**config.mk**
```make
export PLATFORM = sky130hd
export DESIGN_NAME = dsm_sample_feeder
export DESIGN_NICKNAME = d
export VERILOG_FILES = /design/src/rtl/dsm_pkg.sv /design/src/rtl/dsm_lfsr_dither.sv /design/src/rtl/dsm_sample_feeder.sv
export SDC_FILE = /design/constraint.sdc
export NUM_CORES = 1
export LEC_CHECK = 0
export CORE_ASPECT_RATIO = 0.75
export CORE_MARGIN = 4
export CORE_UTILIZATION = 40
export DETAILED_ROUTE_END_ITERATION = 10
export SLEW_MARGIN = 20
export SYNTH_ARGS = -nofsm -noshare
export SYNTH_HDL_FRONTEND = slang
export SYNTH_HIERARCHICAL = 1
export SYNTH_SLANG_ARGS = --single-unit
```
**constraint.sdc**
```tcl
create_clock -name i_clk -period 2.2 [get_ports i_clk]
set_input_delay 0.22 -clock i_clk [delete_from_list [all_inputs] [get_ports i_clk]]
set_output_delay 0.22 -clock i_clk [all_outputs]
set_load 0.01 [all_outputs]
```
**src/rtl/dsm_pkg.sv**
```systemverilog
// -----------------------------------------------------------------------------
// dsm_pkg
//   Shared definitions for the delta-sigma modulator stages:
//     - dsm_state_t  : feeder control states (IDLE = no sample held, RUN = ticking)
//     - LFSR_SEED    : reset value of the dither LFSR
//     - LFSR_TAPS    : feedback mask for the 16-bit Fibonacci LFSR (taps 16,14,13,11)
//     - fb_pos/fb_neg: quantizer feedback levels for a given signed sample width
//   Valid sample widths for fb_pos/fb_neg are 2..31 bits.
// -----------------------------------------------------------------------------
package dsm_pkg;

  typedef enum logic {
    IDLE = 1'b0,
    RUN  = 1'b1
  } dsm_state_t;

  localparam logic [15:0] LFSR_SEED = 16'hACE1;

  // Bits 15,13,12,10 correspond to polynomial taps 16,14,13,11.
  localparam logic [15:0] LFSR_TAPS = 16'hB400;

  // Full-scale positive level: 2^(w-1)-1.
  function automatic logic signed [31:0] fb_pos(input int unsigned w);
    return (32'sd1 <<< (w - 1)) - 32'sd1;
  endfunction

  // Full-scale negative level: -2^(w-1).
  function automatic logic signed [31:0] fb_neg(input int unsigned w);
    return -(32'sd1 <<< (w - 1));
  endfunction

endpackage

```
**src/rtl/dsm_lfsr_dither.sv**
```systemverilog
// -----------------------------------------------------------------------------
// dsm_lfsr_dither
//   16-bit Fibonacci LFSR producing a one-bit dither value. The register starts
//   at LFSR_SEED and shifts once per cycle in which i_en is high; o_dither is
//   the current LSB.
// Ports
//   i_clk     in  1  clock
//   i_rst_n   in  1  synchronous active-low reset (loads LFSR_SEED)
//   i_en      in  1  advance enable
//   o_dither  out 1  dither bit (LSB of the LFSR)
// -----------------------------------------------------------------------------
module dsm_lfsr_dither
  import dsm_pkg::*;
(
  input  logic i_clk,
  input  logic i_rst_n,
  input  logic i_en,
  output logic o_dither
);

  logic [15:0] lfsr_q;

  always_ff @(posedge i_clk) begin
    if (!i_rst_n) begin
      lfsr_q <= LFSR_SEED;
    end else if (i_en) begin
      // Shift left, XOR of the tapped bits enters at bit 0.
      lfsr_q <= {lfsr_q[14:0], ^(lfsr_q & LFSR_TAPS)};
    end
  end

  assign o_dither = lfsr_q[0];

endmodule

```
**src/rtl/dsm_sample_feeder.sv**
```systemverilog
// -----------------------------------------------------------------------------
// dsm_sample_feeder
//   Upstream stage of the delta-sigma loop. Accepts signed PCM samples over a
//   valid/ready handshake, holds each one for i_osr+1 modulator ticks and
//   presents the loop error (sample - quantizer feedback) to the integrator
//   together with a per-tick enable strobe. If a hold period ends without a
//   new sample, the held sample is repeated and a sticky underrun flag is set.
//
// Optional feature
//   DSM_FEEDER_DITHER_EN : when defined, a 16-bit LFSR (dsm_lfsr_dither) is
//                          advanced on every tick and its LSB is subtracted
//                          from o_data.
//
// Parameters
//   DATA_WIDTH  PCM sample width (signed)
//   OSR_WIDTH   width of the oversampling-ratio control
//
// Ports
//   i_clk           in  1             clock
//   i_rst_n         in  1             synchronous active-low reset
//   i_enable        in  1             run enable; low forces IDLE
//   i_osr           in  OSR_WIDTH     ticks per sample minus 1 (latched on load)
//   i_s_valid       in  1             input sample valid
//   o_s_ready       out 1             input sample ready
//   i_s_data        in  DATA_WIDTH    input sample, signed
//   i_fb_bit        in  1             quantizer bit: 1 => +full-scale, 0 => -full-scale
//   i_clr_underrun  in  1             clears o_underrun
//   o_en            out 1             integrator tick enable
//   o_data          out DATA_WIDTH+1  loop error, signed (combinational)
//   o_underrun      out 1             sticky: a period ended with no new sample
// -----------------------------------------------------------------------------
module dsm_sample_feeder
  import dsm_pkg::*;
#(
  parameter int DATA_WIDTH = 16,
  parameter int OSR_WIDTH  = 8
) (
  input  logic                         i_clk,
  input  logic                         i_rst_n,
  input  logic                         i_enable,
  input  logic [OSR_WIDTH-1:0]         i_osr,
  input  logic                         i_s_valid,
  output logic                         o_s_ready,
  input  logic signed [DATA_WIDTH-1:0] i_s_data,
  input  logic                         i_fb_bit,
  input  logic                         i_clr_underrun,
  output logic                         o_en,
  output logic signed [DATA_WIDTH:0]   o_data,
  output logic                         o_underrun
);

  localparam logic signed [31:0]         FB_POS_32 = fb_pos(DATA_WIDTH);
  localparam logic signed [31:0]         FB_NEG_32 = fb_neg(DATA_WIDTH);
  localparam logic signed [DATA_WIDTH:0] FB_POS    = FB_POS_32[DATA_WIDTH:0];
  localparam logic signed [DATA_WIDTH:0] FB_NEG    = FB_NEG_32[DATA_WIDTH:0];
  localparam logic [OSR_WIDTH-1:0]       CNT_ONE   = OSR_WIDTH'(1);

  // One extra bit of headroom covers the full sample range minus either
  // feedback level, so no saturation is needed.
  function automatic logic signed [DATA_WIDTH:0] loop_err(
    input logic signed [DATA_WIDTH-1:0] sample,
    input logic                         fb
  );
    logic signed [DATA_WIDTH:0] sample_ext;
    sample_ext = {sample[DATA_WIDTH-1], sample};
    return sample_ext - (fb ? FB_POS : FB_NEG);
  endfunction

  dsm_state_t                  state_q, state_d;
  logic [OSR_WIDTH-1:0]        cnt_q, cnt_d;
  logic [OSR_WIDTH-1:0]        osr_q, osr_d;
  logic signed [DATA_WIDTH-1:0] sample_q, sample_d;
  logic                        underrun_q, underrun_d;
  logic                        underrun_set;
  logic                        last_tick;
  logic                        accept;
  logic signed [DATA_WIDTH:0]  err;

  // Handshake
  assign last_tick = (state_q == RUN) && (cnt_q == osr_q);
  assign o_s_ready = i_enable && ((state_q == IDLE) || last_tick);
  assign accept    = i_s_valid && o_s_ready;

  // State register
  always_ff @(posedge i_clk) begin
    if (!i_rst_n) begin
      state_q    <= IDLE;
      cnt_q      <= '0;
      osr_q      <= '0;
      sample_q   <= '0;
      underrun_q <= 1'b0;
    end else begin
      state_q    <= state_d;
      cnt_q      <= cnt_d;
      osr_q      <= osr_d;
      sample_q   <= sample_d;
      underrun_q <= underrun_d;
    end
  end

  // Next-state logic
  always_comb begin
    state_d      = state_q;
    cnt_d        = cnt_q;
    osr_d        = osr_q;
    sample_d     = sample_q;
    underrun_set = 1'b0;

    if (!i_enable) begin
      // Disable wins over every RUN transition; the held sample survives.
      state_d = IDLE;
      cnt_d   = '0;
    end else begin
      unique case (state_q)
        IDLE: begin
          if (accept) begin
            sample_d = i_s_data;
            osr_d    = i_osr;
            cnt_d    = '0;
            state_d  = RUN;
          end
        end
        RUN: begin
          if (cnt_q != osr_q) begin
            cnt_d = cnt_q + CNT_ONE;
          end else if (accept) begin
            // Back-to-back reload keeps o_en continuous.
            sample_d = i_s_data;
            osr_d    = i_osr;
            cnt_d    = '0;
          end else begin
            // Starved: repeat the held sample for another period.
            cnt_d        = '0;
            underrun_set = 1'b1;
          end
        end
        default: state_d = IDLE;
      endcase
    end

    // A new underrun beats a simultaneous clear.
    if (underrun_set) begin
      underrun_d = 1'b1;
    end else if (i_clr_underrun) begin
      underrun_d = 1'b0;
    end else begin
      underrun_d = underrun_q;
    end
  end

  assign o_en       = (state_q == RUN);
  assign o_underrun = underrun_q;
  assign err        = loop_err(sample_q, i_fb_bit);

`ifdef DSM_FEEDER_DITHER_EN
  logic dither;

  dsm_lfsr_dither u_dither (
    .i_clk    (i_clk),
    .i_rst_n  (i_rst_n),
    .i_en     (o_en),
    .o_dither (dither)
  );

  // Lowest reachable value is exactly -2^DATA_WIDTH, still representable.
  assign o_data = err - $signed({{DATA_WIDTH{1'b0}}, dither});
`else
  assign o_data = err;
`endif

endmodule

```
==> results.json <==
{
  "status": "complete, but fails checks",
  "violations": "negative setup slack",
  "critPathTopFamily": "compound AO/OA/AOI/OAI gates",
  "worstPathArrival_ns": 2.17,
  "seq_area_frac_synth_pct": 27.8,
  "maxCapViolCount": 0,
  "cts.path.max_buffers": 2,
  "r2r_cells": 7,
  "fin_crit_sh_pct": 109,
  "viasPerCell": 5.36,
  "dp_hpwl_um": 4920,
  "tightest_slew_ns": 0.341,
  "synth_warnings": 6,
  "hold_violations": 0,
  "min_from": "sample_q[8]",
  "yosysUniqueCellTypes": 53,
  "grt_max_degree": 26,
  "coreArea_mm2": 0.00589,
  "wl_per_cell_um": 15.1,
  "htree_levels": 2,
  "slew_violations": 0,
  "async_reset_ff_share_pct": 0,
  "routed_wl_um": 7320,
  "start_util_pct": 41.6,
  "r2r_end": "sample_q[14]",
  "die_y_um": 75.8,
  "min_path_cells": 2,
  "synth_top_area_share_pct": 27.8,
  "cp_cell_sequence": "inv_2 -> ha_4 -> fa_2 -> nand2b_4 -> a21oi_4 -> a31oi_4 -> o211ai_1 -> o311ai_2 -> buf_2",
  "die_area_mm2": 0.00745,
  "rsz0062_at_grt": "true",
  "syn-mean-instance-area_um2": 8.01,
  "dieWidth_um": 98.4,
  "timing.rr.start": "cnt_q[7]",
  "syn2layout_area_growth_pct": 52.1,
  "synth_edf_count": 0,
  "cts_made_buffers": 5,
  "ir_drop_uv": 225,
  "power_density_mw_per_mm2": 468,
  "clk_pin_slew_ns": 0.07,
  "netlist_top_cells_area": "dfxtp_1 28%, ha_1 8.7%, a21oi_1 8.2%, nand3_1 7.4%, o21ai_0 5.1%",
  "synthCells": 306,
  "antenna_found_initial": 0,
  "slew_headroom_pct": 77.3,
  "crit_type": "reg -> out",
  "synth_area_mm2": 0.00245,
  "yosys.area.top_type": "dfxtp_1",
  "clock_skew_ns": 0.00592,
  "grt_usage_pct": 18.7,
  "min_to": "sample_q[8]",
  "power_mw": 1.74,
  "clk_latency_ns": 0.28,
  "drt_pass1_iterations": 4,
  "ant_nets": 0,
  "max_freq_ghz": 0.418,
  "grt.overflow.total": 0,
  "grt_first_pass_wirelength_um": 11600,
  "syn_nets": 354,
  "regToRegSetupSlack_ns": 0.46,
  "cts_hold_buf": 0,
  "cpPeakStageDelay_ns": 0.34,
  "ios": 50,
  "hold_path.class": "reg -> reg",
  "drtIter0Drc": 119,
  "num_antenna_cells": 0,
  "ys_seq_elements": 34,
  "fin_crit_ns": 2.39,
  "first_global_vias": 2444,
  "drive_above_1_share_pct": 32.9,
  "finalNetCount": 455,
  "synthMostInstantiatedCell": "a21oi_1",
  "power_leakage_nw": 1.53,
  "yosys-top-cells-count": "40 x a21oi_1, 36 x nand3_1, 34 x dfxtp_1, 25 x o21ai_0, 17 x ha_1",
  "cts.sinks": 34,
  "cts-root-buf": "clkbuf_8",
  "crit_required_ns": 1.98,
  "worstSetupEndpointType": "output pin",
  "tritoncts": "built",
  "critPathSlowestCell": "fa_2",
  "vias": 2599,
  "crit_buf_inv": 2,
  "cp-start-kind": "flop",
  "drcViolationCount": 0,
  "portBuffers": 49,
  "post-route-util_pct": 63.3,
  "ys.flop_type": "dfxtp_1",
  "fin_ws_ns": -0.194,
  "num_rows": 24,
  "finalSetupViolCount": 7,
  "critPathMaxFanout": 6,
  "place.gp.congestion": 0.884
}
## power breakdown
group / switching (mW) / internal (mW) / leakage (nW)
logic: 0.315 / 0.346 / 1.22
registers: 0.0159 / 0.638 / 0.279
clock network: 0.209 / 0.218 / 0.0383
## worst max path at each step
stage                start         end  slack, ns  depth (start not counted)
6_report       sample_q[0]  o_data[14]      -0.19                          9
4_1_cts        sample_q[0]  o_data[12]      -0.22                         10
3_5_place_dp      i_fb_bit  o_data[14]      -1.09                          8
5_1_grt        sample_q[0]  o_data[12]      -0.29                         10
2_1_floorplan  sample_q[0]  o_data[14]      -0.05                          7
3_3_place_gp      i_fb_bit   o_data[8]      -1.02                          9
## tightest hold or removal path: cells and delay by family (launching register included)
family / cells / cell delay (ns)
AOI/OAI and AO/OA: 2 / 0.13
DFF: 1 / 0.31
## final cells by class
class | instances | area (um^2)
clock buffer | 7 | 76.3
timing repair buffer | 114 | 945
multi-input combinational | 241 | 1880
inverter | 11 | 45.0
sequential | 34 | 686
tap | 78 | 97.6
fill | 528 | 2160
## cells in the final DEF, fill, tap and decap left out, types with 3 or more instances in the layout
cell type,netlist,routed
buf_4,2,59
a21oi_1,40,35
nand3_1,36,35
clkdlybuf4s50_1,0,33
dfxtp_1,34,30
o21ai_0,25,21
nor2_1,13,13
nand2_1,15,13
xor2_1,12,12
ha_4,0,12
buf_2,3,11
inv_1,11,9
xnor2_1,9,8
o21ai_1,5,7
a21o_1,7,7
buf_6,1,6
o211ai_1,5,5
ha_1,17,5
clkbuf_8,2,5
nor3_1,4,4
dfxtp_2,0,4
a21oi_4,0,3
a21oi_2,1,3
and3_1,4,3
nor2b_1,4,3
and2_1,3,3
## sequential cells by signal, summed over array words and instances, names as in the netlist
register / cells
cnt_q: 8
sample_q: 16
osr_q: 8
o_underrun: 1
o_en: 1
## per-layer routing
| metal | share of wire [%] | up-vias | GRT usage, % |
|---|---|---|---|
| li1 | - | 1321 | - |
| met1 | 48 | 1201 | 26.4 |
| met2 | 46 | 71 | 29.9 |
| met3 | 5.7 | 6 | 4.48 |
| met4 | 0.57 | 0 | 3.03 |
| met5 | 0 | - | 0 |
## logic make-up after synthesis
group                    share of synthesized area (%)
multiplexers                                     0.868
flip-flops                                        27.8
AND/OR/NAND/NOR                                   21.3
buffers and inverters                             8.12
adder cells (fa/ha/maj)                           9.50
AO/OA/AOI/OAI                                     24.9
XOR/XNOR                                          7.51
## per-stage QoR
step                TNS, ns  setup WS [ns]  cell area [um^2]  hold slack [ns]  cells
finish               -0.779         -0.194              3730            0.483    485
global route          -1.68         -0.286              3730            0.502    485
floorplan            -0.104        -0.0538              2450            0.326    306
CTS                  -0.984         -0.221              3600            0.485    482
detailed placement   -12.12          -1.09              3280            0.476    466
global placement     -11.45          -1.02              3280            0.461    466
## what timing repair did
action	CTS	global route
pin swaps	24	14
setup endpoints to repair	16	14
resized for setup	96	24
setup buffers	9	3
gates cloned	0	0
No activity file was read; power rests on OpenSTA's default activity.
